### config.mk
export PLATFORM = sky130hd
export DESIGN_NAME = ssd_scan_controller
export DESIGN_NICKNAME = d
export VERILOG_FILES = /design/src/rtl/ssd_pkg.sv /design/src/rtl/ssd_prescaler.sv /design/src/rtl/ssd_scan_controller.sv
export SDC_FILE = /design/constraint.sdc
export NUM_CORES = 1
export LEC_CHECK = 0
export ABC_AREA = 1
export BUFFER_PORTS_ARGS = -buffer_cell sky130_fd_sc_hd__buf_2
export CORE_ASPECT_RATIO = 0.9
export CORE_UTILIZATION = 53
export CTS_BUF_LIST = sky130_fd_sc_hd__clkbuf_2 sky130_fd_sc_hd__clkbuf_4 sky130_fd_sc_hd__clkbuf_8
export DETAILED_ROUTE_END_ITERATION = 10
export PLACE_DENSITY = 0.83
export SLEW_MARGIN = 5
export SYNTH_ARGS = -nofsm -noshare
export SYNTH_HDL_FRONTEND = slang
export SYNTH_HIERARCHICAL = 1
export SYNTH_SLANG_ARGS = --single-unit
export TNS_END_PERCENT = 5
### constraint.sdc
create_clock -name clk -period 2.4 [get_ports clk]
set_input_delay 0.24 -clock clk [delete_from_list [all_inputs] [get_ports clk]]
set_output_delay 0.24 -clock clk [all_outputs]
set_load 0.03 [all_outputs]
### src/rtl/ssd_pkg.sv
// ---------------------------------------------------------------------------
// ssd_pkg
// Shared types and helpers for the 4-digit seven-segment scan controller.
//   slot_t        : 2-bit digit slot index (mux select)
//   digit_t       : one BCD digit
//   scan_state_t  : scan FSM states
//   anode_onehot  : per-slot anode pattern honouring the anode polarity
//   lz_blanked    : leading-zero rule for one slot of a packed digit word
// ---------------------------------------------------------------------------
package ssd_pkg;

   localparam int NUM_DIGITS = 4;

   typedef logic [1:0] slot_t;
   typedef logic [3:0] digit_t;

   typedef enum logic [1:0] {
      IDLE  = 2'd0,
      BLANK = 2'd1,
      DRIVE = 2'd2
   } scan_state_t;

   // One-hot anode enable for a slot, inverted for common-anode (active-low) parts.
   function automatic logic [NUM_DIGITS-1:0] anode_onehot(input slot_t slot,
                                                          input logic active_low);
      logic [NUM_DIGITS-1:0] onehot;
      onehot = 4'b0001 << slot;
      if (active_low) begin
         anode_onehot = ~onehot;
      end else begin
         anode_onehot = onehot;
      end
   endfunction

   // A slot is a leading zero when it and every more-significant digit are 0.
   // The ones digit is never blanked so a value of zero still shows "0".
   function automatic logic lz_blanked(input slot_t slot,
                                       input logic [4*NUM_DIGITS-1:0] digits);
      digit_t d3;
      digit_t d2;
      digit_t d1;
      d3 = digits[15:12];
      d2 = digits[11:8];
      d1 = digits[7:4];
      case (slot)
         2'd3:    lz_blanked = (d3 == 4'd0);
         2'd2:    lz_blanked = (d3 == 4'd0) && (d2 == 4'd0);
         2'd1:    lz_blanked = (d3 == 4'd0) && (d2 == 4'd0) && (d1 == 4'd0);
         default: lz_blanked = 1'b0;
      endcase
   endfunction

endpackage

### src/rtl/ssd_prescaler.sv
// ---------------------------------------------------------------------------
// ssd_prescaler
// Terminal-count divider: counts 0..DIV-1 and wraps.
//   clk    : system clock
//   reset  : synchronous active-high reset (count -> 0)
//   clear  : synchronous clear, holds count at 0 while asserted
//   enable : advance the count
//   count  : current count, W bits
//   tc     : terminal count, high while count == DIV-1
// ---------------------------------------------------------------------------
module ssd_prescaler #(
   parameter int DIV = 100000,
   parameter int W   = $clog2(DIV)
) (
   input  logic         clk,
   input  logic         reset,
   input  logic         clear,
   input  logic         enable,
   output logic [W-1:0] count,
   output logic         tc
);

   localparam logic [W-1:0] LAST = W'(DIV - 1);
   localparam logic [W-1:0] ZERO = W'(0);
   localparam logic [W-1:0] ONE  = W'(1);

   // Terminal count is decoded from the registered count.
   assign tc = (count == LAST);

   // Divider counter with clear priority over counting.
   always_ff @(posedge clk) begin
      if (reset) begin
         count <= ZERO;
      end else if (clear) begin
         count <= ZERO;
      end else if (enable) begin
         if (tc) begin
            count <= ZERO;
         end else begin
            count <= count + ONE;
         end
      end else begin
         count <= count;
      end
   end

endmodule

### src/rtl/ssd_scan_controller.sv
// ---------------------------------------------------------------------------
// ssd_scan_controller
// Time-multiplexing scheduler for a 4-digit seven-segment display. Each slot
// lasts REFRESH_DIV cycles; the first BLANK_CYCLES of a slot keep every
// anode off to hide ghosting while the external digit mux switches. New
// digits are double-buffered and only commit at a frame wrap (or in IDLE).
//   clk           : system clock
//   reset         : synchronous active-high reset
//   enable        : 1 scans, 0 blanks the display (FSM to IDLE)
//   lz_suppress   : 1 blanks leading zeros
//   load          : one-cycle strobe capturing digits_in
//   digits_in     : {d3,d2,d1,d0}, d0 = ones
//   digits_out    : committed digits for the external mux
//   refresh_count : current slot / mux select
//   anode         : per-digit enable, bit i drives digit i
//   blank         : 1 while all anodes are inactive
//   pending       : shadow holds an uncommitted load
//   frame_done    : one-cycle pulse after the last cycle of slot 3
// All outputs are registered; anode/blank follow the FSM with 1 clk latency
// relative to the condition that moves the FSM, i.e. they line up with the
// registered state and refresh_count.
// ---------------------------------------------------------------------------
module ssd_scan_controller
   import ssd_pkg::*;
#(
   parameter int REFRESH_DIV      = 100000,
   parameter int BLANK_CYCLES     = 1000,
   parameter bit ANODE_ACTIVE_LOW = 1'b1
) (
   input  logic        clk,
   input  logic        reset,
   input  logic        enable,
   input  logic        lz_suppress,
   input  logic        load,
   input  logic [15:0] digits_in,
   output logic [15:0] digits_out,
   output logic [1:0]  refresh_count,
   output logic [3:0]  anode,
   output logic        blank,
   output logic        pending,
   output logic        frame_done
);

   localparam int PW = $clog2(REFRESH_DIV);

   // Last prescaler value spent in BLANK; unused when there is no blanking.
   localparam logic [PW-1:0] BLANK_LAST = PW'((BLANK_CYCLES > 0) ? (BLANK_CYCLES - 1) : 0);

   // State every slot starts in: with no blanking interval slots open in DRIVE.
   localparam scan_state_t SLOT_ENTRY = (BLANK_CYCLES > 0) ? BLANK : DRIVE;

   localparam logic [3:0] ANODE_OFF = ANODE_ACTIVE_LOW ? 4'b1111 : 4'b0000;

   scan_state_t   state_r;
   scan_state_t   next_state_s;
   slot_t         next_slot_s;
   logic [15:0]   shadow_r;
   logic [15:0]   next_digits_s;
   logic [15:0]   next_shadow_s;
   logic          next_pending_s;
   logic          frame_wrap_s;
   logic          commit_now_s;
   logic          drive_s;
   logic [3:0]    next_anode_s;
   logic          pre_clear_s;
   logic [PW-1:0] pre_count_s;
   logic          pre_tc_s;

   // The slot timer restarts whenever the display is idle or being disabled.
   assign pre_clear_s = !enable || (state_r == IDLE);

   ssd_prescaler #(
      .DIV (REFRESH_DIV),
      .W   (PW)
   ) u_prescaler (
      .clk    (clk),
      .reset  (reset),
      .clear  (pre_clear_s),
      .enable (1'b1),
      .count  (pre_count_s),
      .tc     (pre_tc_s)
   );

   // Scan FSM next-state and next slot.
   always_comb begin
      next_state_s = state_r;
      next_slot_s  = refresh_count;
      if (!enable) begin
         next_state_s = IDLE;
         next_slot_s  = 2'd0;
      end else begin
         case (state_r)
            IDLE: begin
               next_state_s = SLOT_ENTRY;
               next_slot_s  = 2'd0;
            end
            BLANK: begin
               if (pre_count_s == BLANK_LAST) begin
                  next_state_s = DRIVE;
               end else begin
                  next_state_s = BLANK;
               end
            end
            DRIVE: begin
               if (pre_tc_s) begin
                  next_state_s = SLOT_ENTRY;
                  next_slot_s  = refresh_count + 2'd1;
               end else begin
                  next_state_s = DRIVE;
               end
            end
            default: begin
               next_state_s = IDLE;
               next_slot_s  = 2'd0;
            end
         endcase
      end
   end

   // Double buffer: digits commit at the frame wrap, or at once while idle.
   // A load landing on a commit point bypasses the shadow.
   always_comb begin
      frame_wrap_s   = enable && (state_r == DRIVE) && pre_tc_s && (refresh_count == 2'd3);
      commit_now_s   = (state_r == IDLE) || frame_wrap_s;
      next_digits_s  = digits_out;
      next_shadow_s  = shadow_r;
      next_pending_s = pending;
      if (load) begin
         next_shadow_s = digits_in;
         if (commit_now_s) begin
            next_digits_s  = digits_in;
            next_pending_s = 1'b0;
         end else begin
            next_pending_s = 1'b1;
         end
      end else if (commit_now_s && pending) begin
         next_digits_s  = shadow_r;
         next_pending_s = 1'b0;
      end else begin
         next_pending_s = pending;
      end
   end

   // Anode drive decoded from next-cycle state so the registered anodes line
   // up with the registered refresh_count and digits_out.
   always_comb begin
      drive_s      = 1'b0;
      next_anode_s = ANODE_OFF;
      if ((next_state_s == DRIVE) && !(lz_suppress && lz_blanked(next_slot_s, next_digits_s))) begin
         drive_s      = 1'b1;
         next_anode_s = anode_onehot(next_slot_s, ANODE_ACTIVE_LOW);
      end else begin
         drive_s      = 1'b0;
         next_anode_s = ANODE_OFF;
      end
   end

   // FSM state register and slot select.
   always_ff @(posedge clk) begin
      if (reset) begin
         state_r       <= IDLE;
         refresh_count <= 2'd0;
      end else begin
         state_r       <= next_state_s;
         refresh_count <= next_slot_s;
      end
   end

   // Digit buffers; reset discards any pending shadow contents.
   always_ff @(posedge clk) begin
      if (reset) begin
         digits_out <= 16'h0000;
         shadow_r   <= 16'h0000;
         pending    <= 1'b0;
      end else begin
         digits_out <= next_digits_s;
         shadow_r   <= next_shadow_s;
         pending    <= next_pending_s;
      end
   end

   // Registered display outputs and frame pulse.
   always_ff @(posedge clk) begin
      if (reset) begin
         anode      <= ANODE_OFF;
         blank      <= 1'b1;
         frame_done <= 1'b0;
      end else begin
         anode      <= next_anode_s;
         blank      <= !drive_s;
         frame_done <= frame_wrap_s;
      end
   end

endmodule

==> run_results.csv, run 1 <==
group,metric,value,unit
route,drt_iter0_drc,239,
critical_path,cp_num_buf_inv,3,
clock_network,clk_path_buf_depth,2,
timing,fmax,418.4,MHz
critical_path,crit_path_start,"u_prescaler/count[13]",
timing,tightest_slew,0.6289,ns
clock_network,path_clk_slew,0.07,ns
power_and_ir_drop,p_int,1701,µW
placed_design,port-buffer-count,45,
critical_path,r2r-start,"u_prescaler/count[13]",
critical_path,cpPeakStageDelay,0.34,ns
critical_path,worstSetupEndpointType,"flop",
yosys,synth_area_per_cell,7.165,µm²
critical_path,crit_family,"simple AND/OR/NAND/NOR gates",
finish,antennaDiodeCount,0,
critical_path,critPathSlowestCell,"dfxtp_1",
route,drt_wl_total,6892,µm
timing,clock_skew,0.01320,ns
clock_network,cts_tree,"built",
min_path,min_delay_worst_endpoint,"shadow_r[11]",
job,cap_violations,0,
min_path,hold_start,"digits_in[11]",
yosys,ys_types,37,
yosys,synth_nets,429,
finish,layout.nets,499,
yosys,yosysSeqAreaShare,0.4170,
finish,regArea,0.001207,mm²
timing,relSlewSlack,0.5807,
global_routing,grt_pass1_vias,2492,
timing,setup_viol,0,
yosys,synth_seq_cells,60,
clock_network,clkLatencyLatePin,0.35,ns
placed_design,gp_congestion,0.9058,
power_and_ir_drop,p_sw,578.3,µW
min_path,hold_path.class,"primary input to flop",
min_path,whs_path_depth,3,
route,avgViaCountPerCell,5.101,
timing,fin_crit_sh,0.9959,
clock_network,cts.htree.levels,3,
clock_network,cts_root_buffer,"clkbuf_8",
floorplanning,initial_core_util,0.5481,
critical_path,critical_path_class,"flop to flop",
power_and_ir_drop,ir_drop,0.0004521,V
clock_network,hold_buffers,0,
floorplanning,rows,25,
route,vias,2775,
yosys,yosysWarnings,6,
power_and_ir_drop,switching_share,0.2537,
finish,fin_util,0.6974,
floorplanning,die_area,0.005734,mm²
yosys,syn_inst,402,
critical_path,path_cells,"inv_1 -> nand4_1 -> nor4b_4 -> buf_4 -> nand2_4 -> o21ai_4 -> buf_6 -> nand2_8 -> nand2_4 -> nand2_1 -> nor2_1 -> nand2_1 -> o21ai_2 -> nand3_4 -> nand3_2",
critical_path,arrival,2.68,ns
critical_path,r2r_end,"anode[0]",
floorplanning,io_pins,46,
finish,multi_input_comb_area,0.001562,mm²
timing,finalHoldViolations,0,
power_and_ir_drop,cellPowerDensity,622.0,mW/mm²
critical_path,critical_path_required,2.69,ns
clock_network,cts_buffers,9,
power_and_ir_drop,power_frac_seq,0.460,
route,drt-wirelength-per-cell,12.67,µm
placed_design,hpwl,4635,µm
floorplanning,die_h,71.94,µm
floorplanning,fp.coreArea,0.005255,mm²
global_routing,grt_first_pass_wirelength,11040,µm
route,first_pass_iters,7,
route,final_antenna_net_count,0,
finish,synthToLayoutAreaGrowth,27.24,%
placed_design,place_area,0.003246,mm²
critical_path,worstPathMaxFanout,7,
critical_path,reg2reg_slack,0.01,ns
power_and_ir_drop,pwr-share-clk,0.435,
route,drc,0,
timing,fin_crit,2.390,ns
critical_path,rr_worst_depth,15,
finish,fillers,401,
placed_design,post-place-ws,-0.007277,ns
status,outcome,"complete, no violations",
global_routing,track_usage,0.2525,
timing,tns,0,ns
floorplanning,die_w,79.71,µm
global_routing,antenna_found_initial,0,
global_routing,overflow,0,
finish,drive_above_1_share,0.2830,
finish,stdcell_area,0.003665,mm²
yosys,syn-cell-area,0.002880,mm²
critical_path,cp-start-kind,"flop",
clock_network,cts_sinks,60,
power_and_ir_drop,share_comb_of_total_power,0.106,
global_routing,grt_max_degree,35,
power_and_ir_drop,leakagePower,0.001715,µW
timing,fin_ws,0.009831,ns
timing,drv_slew,0,
timing,rsz0062_at_grt,"yes",
## kinds of logic (layout without fill, tap and decap cells)
group	count (synthesis)	in the layout	synth area share
XOR/XNOR	8	8	0.02433
AO/OA/AOI/OAI	46	46	0.09036
multiplexers	7	7	0.02433
adder cells (fa/ha/maj)	6	6	0.02606
flip-flops	60	60	0.4170
other	1	1	0.001302
AND/OR/NAND/NOR	214	215	0.3328
buffers and inverters	60	134	0.08384
## worst reg2reg max path, cell delays in order, from the launching register on
cell	delay [ns]
dfxtp_1	0.34
inv_1	0.12
nand4_1	0.19
nor4b_4	0.24
buf_4	0.16
nand2_4	0.07
o21ai_4	0.27
buf_6	0.17
nand2_8	0.07
nand2_4	0.08
nand2_1	0.06
nor2_1	0.11
nand2_1	0.08
o21ai_2	0.18
nand3_4	0.13
nand3_2	0.10
## per-layer routing
metal	track usage	vias up	share of wire	routed length (µm)
met5	0	-	0	0
met4	0.08283	0	0.013	89
met3	0.09057	8	0.075	520
met2	0.3818	111	0.46	3150
met1	0.3360	1264	0.45	3131
li1	-	1392	-	-
## placed cells by master (no fill, tap or decap), types with 3 or more instances in the layout
master     n
nor2_4     4
buf_4     20
nand2_4    4
nor2_2     5
nand4_1    3
buf_2     45
dfxtp_1   55
clkbuf_8  13
a21oi_1   20
nand3_1   19
dfxtp_2    5
xor2_1     6
o21ai_0    8
mux2i_1    7
nand2_1   89
o21ai_1    9
inv_1     47
nor2_1    61
ha_1       5
nand3_2    5
nand2_2   14
## metrics by stage
| step | hold slack, ns | instances | power, µW |
|---|---|---|---|
| floorplan | 0.4012 | 402 | 1225 |
| global placement | 0.4506 | 519 | 1282 |
| detailed placement | 0.4588 | 519 | 1286 |
| CTS | 0.1513 | 538 | 2280 |
| global route | 0.1720 | 544 | 2363 |
| finish | 0.1634 | 544 | 2279 |
## how the worst max path moves through the flow
stage | end | slack [ns] | depth (start not counted)
3_5_place_dp | anode[1] | -0.007 | 13
4_1_cts | anode[0] | 0.02 | 14
2_1_floorplan | anode[2] | 0.08 | 13
5_1_grt | anode[0] | -0.14 | 15
3_3_place_gp | anode[2] | 0.06 | 13
6_report | anode[0] | 0.01 | 15
## flip-flops by register name (all words and copies together) (netlist names)
name	flops
refresh_count	2
blank	1
u_prescaler/count	17
frame_done	1
digits_out	16
anode	4
pending	1
shadow_r	16
state_r	2
## power by group through the flow
stage               combinational [µW]  sequential, µW  clock, µW
finish                             241            1050        990
global route                       265            1050       1050
CTS                                224            1050       1010
detailed placement                 217            1070          0
global placement                   213            1070          0
floorplan                          122            1100          0
## synthesized netlist by cell type, drive strengths merged
cell | instances | area, µm²
nand2 | 107 | 446.7
nor2 | 70 | 300.3
dfxtp | 60 | 1201
inv | 49 | 183.9
nand3 | 26 | 140.1
a21oi | 22 | 110.1
o21ai | 19 | 106.4
mux2i | 7 | 70.07
ha | 6 | 75.07
xor2 | 6 | 52.55
buf | 5 | 33.78
clkbuf | 4 | 15.01
nand4 | 3 | 18.77
o21bai | 3 | 30.03
clkinv | 2 | 8.750
nand3b | 2 | 15.01
nor3 | 2 | 10.01
or2 | 2 | 12.52
xnor2 | 2 | 17.52
a21boi | 1 | 7.510
a31oi | 1 | 6.260
conb | 1 | 3.750
nor4 | 1 | 6.260
nor4b | 1 | 8.760
## area by class of cell
type,count,share of cell area
well taps,67,0.02287
clock buffers,13,0.04882
inverters,51,0.05258
repair buffers,67,0.1086
multi-input cells,283,0.4261
clock inverters,3,0.01161
flip-flops and latches,60,0.3295
## timing repair
action | 4_1_cts | 5_1_grt
gates cloned | 1 | 0
gates resized for setup | 6 | 29
buffers inserted | 2 | 6
pin swaps | 3 | 14
endpoints found under the setup margin | 5 | 5
(Power assumes the default switching activity.)
==> run 2: changes to the inputs <==
CORE_UTILIZATION = 52   (was 53)
SYNTH_HIERARCHICAL = not set   (was 1)
TNS_END_PERCENT = 20   (was 5)
==> run 2 against run 1 <==
  * Wire length is 15% lower
  * Hold slack improved by 0.0023 ns
  * Fmax up 12%
  * Power is 5.0% lower
  * Design area is 12% lower
  * First-iteration DRC count shrank 47%
  * Sequential share of layout area is 4.5 points higher
  * Utilization is 4.5 points lower
  * Synthesized cell count is 11% lower
  * Final cell count decreased by 13%
  * Sequential power barely moved
  * Die area shrank 3.7%
==> run_results.csv, run 2 <==
group,metric,value,unit
status,outcome,"complete, no violations",
floorplanning,die_h,70.58,µm
timing,clock_skew,0.01096,ns
critical_path,critPathSlowestCell,"dfxtp_1",
yosys,ys_types,38,
floorplanning,die_w,78.20,µm
placed_design,post-place-ws,0.2020,ns
critical_path,r2r-start,"u_prescaler.count[0]",
finish,final_cells,476,
placed_design,hpwl,4293,µm
job,cap_violations,0,
min_path,whs_path_depth,3,
critical_path,cp-start-kind,"flop",
clock_network,hold_buffers,0,
timing,fin_ws,0.2720,ns
power_and_ir_drop,leakagePower,0.001474,µW
yosys,synthMostInstantiatedCell,"nand2_1",
critical_path,crit_family,"simple AND/OR/NAND/NOR gates",
clock_network,cts_buffers,9,
finish,layout.nets,433,
floorplanning,io_pins,46,
critical_path,critical_path_required,2.68,ns
critical_path,rr_worst_depth,15,
finish,regArea,0.001201,mm²
global_routing,antenna_found_initial,0,
timing,relSlewSlack,0.7447,
yosys,synth_commonest_cells,"71 x nand2_1, 60 x dfxtp_1, 47 x nor2_1, 38 x inv_1, 23 x a21oi_1",
power_and_ir_drop,share_comb_of_total_power,0.103,
finish,antennaDiodeCount,0,
clock_network,postCtsSetupBuffers,0,
critical_path,reg2reg_slack,0.27,ns
finish,largest_reg_flops,17,
critical_path,crit_path_start,"u_prescaler.count[0]",
global_routing,track_usage,0.2344,
finish,layout_commonest_cell,"nand2_1",
placed_design,dp_cells,460,
yosys,netlist_top_cells_area,"dfxtp_1 44%, nand2_1 9.8%, nor2_1 6.5%",
route,drt_iter0_drc,126,
timing,fin_crit,2.128,ns
power_and_ir_drop,ir_drop,0.0005424,V
clock_network,cts_root_buffer,"clkbuf_8",
route,vias,2403,
power_and_ir_drop,pwr-share-clk,0.412,
critical_path,cp_common_cell,"nand2_2",
route,drt_wl_total,5864,µm
clock_network,clkLatencyLatePin,0.34,ns
finish,drive_above_1_share,0.2141,
route,first_pass_iters,4,
route,drt-wirelength-per-cell,12.32,µm
clock_network,cts_tree,"built",
timing,finalHoldViolations,0,
floorplanning,die_area,0.005519,mm²
power_and_ir_drop,switching_share,0.2620,
placed_design,gp_congestion,0.8784,
global_routing,grt_pass1_vias,2252,
power_and_ir_drop,p_int,1598,µW
clock_network,path_clk_slew,0.07,ns
yosys,synth_edf_count,0,
global_routing,overflow,0,
floorplanning,rows,24,
floorplanning,fp.coreArea,0.004925,mm²
critical_path,path_cells,"ha_1 -> nand3_2 -> clkinv_1 -> nand3_2 -> nor2_4 -> nand3_4 -> nand2_8 -> nand2_2 -> nand2_2 -> nand2_1 -> a21boi_2 -> nand3_1 -> nor2_2 -> nand2_2 -> nand3_1",
global_routing,grt_max_degree,20,
critical_path,worstPathMaxFanout,12,
yosys,synth_top_area_cell,"dfxtp_1",
yosys,synth_seq_cells,60,
finish,final_cell_mix,"70 x nand2_1, 60 x dfxtp_1, 47 x nor2_1",
critical_path,worstSetupEndpointType,"flop",
route,final_antenna_net_count,0,
critical_path,cpPeakStageDelay,0.36,ns
timing,fmax,469.9,MHz
yosys,synth_area_per_cell,7.634,µm²
timing,setup_viol,0,
yosys,yosysWarnings,0,
clock_network,cts.htree.levels,3,
finish,largest-register,"u_prescaler.count",
finish,largestRegisters,"u_prescaler.count x17, digits_out x16, shadow_r x16",
clock_network,cts_sinks,60,
global_routing,grt_first_pass_wirelength,9970,µm
yosys,synth_nets,383,
placed_design,port-buffer-count,45,
timing,tns,0,ns
finish,synthToLayoutAreaGrowth,18.14,%
yosys,synth_top_area_frac,0.4420,
yosys,syn_inst,356,
critical_path,arrival,2.41,ns
floorplanning,initial_core_util,0.5518,
timing,fin_crit_sh,0.8867,
yosys,async_reset_ff_frac,0,
power_and_ir_drop,p_sw,567.3,µW
timing,tightest_slew,0.3795,ns
timing,drv_slew,0,
min_path,hold_path.class,"primary input to flop",
critical_path,cp.depth,15,
power_and_ir_drop,power_frac_seq,0.485,
finish,multi_input_comb_area,0.001316,mm²
route,avgViaCountPerCell,5.048,
yosys,syn-cell-area,0.002718,mm²
yosys,yosysSeqAreaShare,0.4420,
critical_path,critical_path_class,"flop to flop",
finish,fillers,428,
route,drc,0,
power_and_ir_drop,cellPowerDensity,674.5,mW/mm²
timing,rsz0062_at_grt,"no",
critical_path,cp_num_buf_inv,1,
min_path,hold_start,"digits_in[3]",
clock_network,clk_path_buf_depth,2,
yosys,synth-main-ff-cell,"dfxtp_1",
run 2: changes by cell type in the layout (fill, tap and decap cells not counted), sizes merged, moves of 3 or more:
cell    previous run  this run
nand3             26        23
xor2               6         2
nor2              70        51
inv               49        42
mux2i              7        10
nor3b              0         6
clkbuf            13        10
nand2            108        77
nor3               2        13
buf               67        49
o21ai             19        14
run 2: cell families (layout without fill, tap and decap cells):
| family | Yosys count | count (layout) | synth area share |
|---|---|---|---|
| AOI/OAI and AO/OA | 42 | 42 | 0.08564 |
| xor gates and xnor gates | 4 | 4 | 0.01289 |
| buffers and inverters | 53 | 108 | 0.08195 |
| and+or+nand+nor | 181 | 181 | 0.3131 |
| adders and majority gates | 6 | 6 | 0.02762 |
| DFF | 60 | 60 | 0.4420 |
| muxes | 10 | 10 | 0.03683 |
run 2: layout make-up:
type,count,share of cell area
multi-input cells,243,0.4100
flip-flops and latches,60,0.3741
repair buffers,49,0.07950
inverters,43,0.05027
clock buffers,10,0.04092
well taps,65,0.02533
clock inverters,6,0.01988
run 2: metrics by stage:
stage	hold WS [ns]	instance area, µm²	util	power, µW
6_report	0.1657	3211	0.6519	2166
5_1_grt	0.1687	3211	0.6519	2266
4_1_cts	0.1511	3188	0.6474	2187
3_5_place_dp	0.4379	2993	0.6077	1291
3_3_place_gp	0.4302	2993	0.6077	1286
2_1_floorplan	0.3987	2718	-	1228
run 2: worst min-delay path, stage by stage:
cell and delay (ns):
buf_2 0.07, mux2i_1 0.07, nor2_1 0.08
run 2: worst paths after layout:
path                     endpoint
max                      anode[1]
min                   shadow_r[3]
max reg2reg              anode[1]
min reg2reg  u_prescaler.count[0]
run 2: repair_timing:
item                                    CTS  global route
endpoints found under the setup margin    0             6
resized for setup                         0             4
hold endpoints to repair                  0             0
run 2: layer usage:
metal | vias to the layer above | wire, µm | GRT usage
li1 | 1240 | - | -
met1 | 1101 | 2721 | 0.2919
met2 | 57 | 2802 | 0.3733
met3 | 5 | 288 | 0.08516
met4 | 0 | 51 | 0.08642
met5 | - | 0 | 0
run 2: power by group through the flow:
stage	clock (µW)	combinational [µW]	sequential [µW]
after floorplan	0	121	1110
after CTS	917	221	1050
after detailed placement	0	219	1070
after global routing	968	246	1050
final	892	224	1050
after global placement	0	216	1070
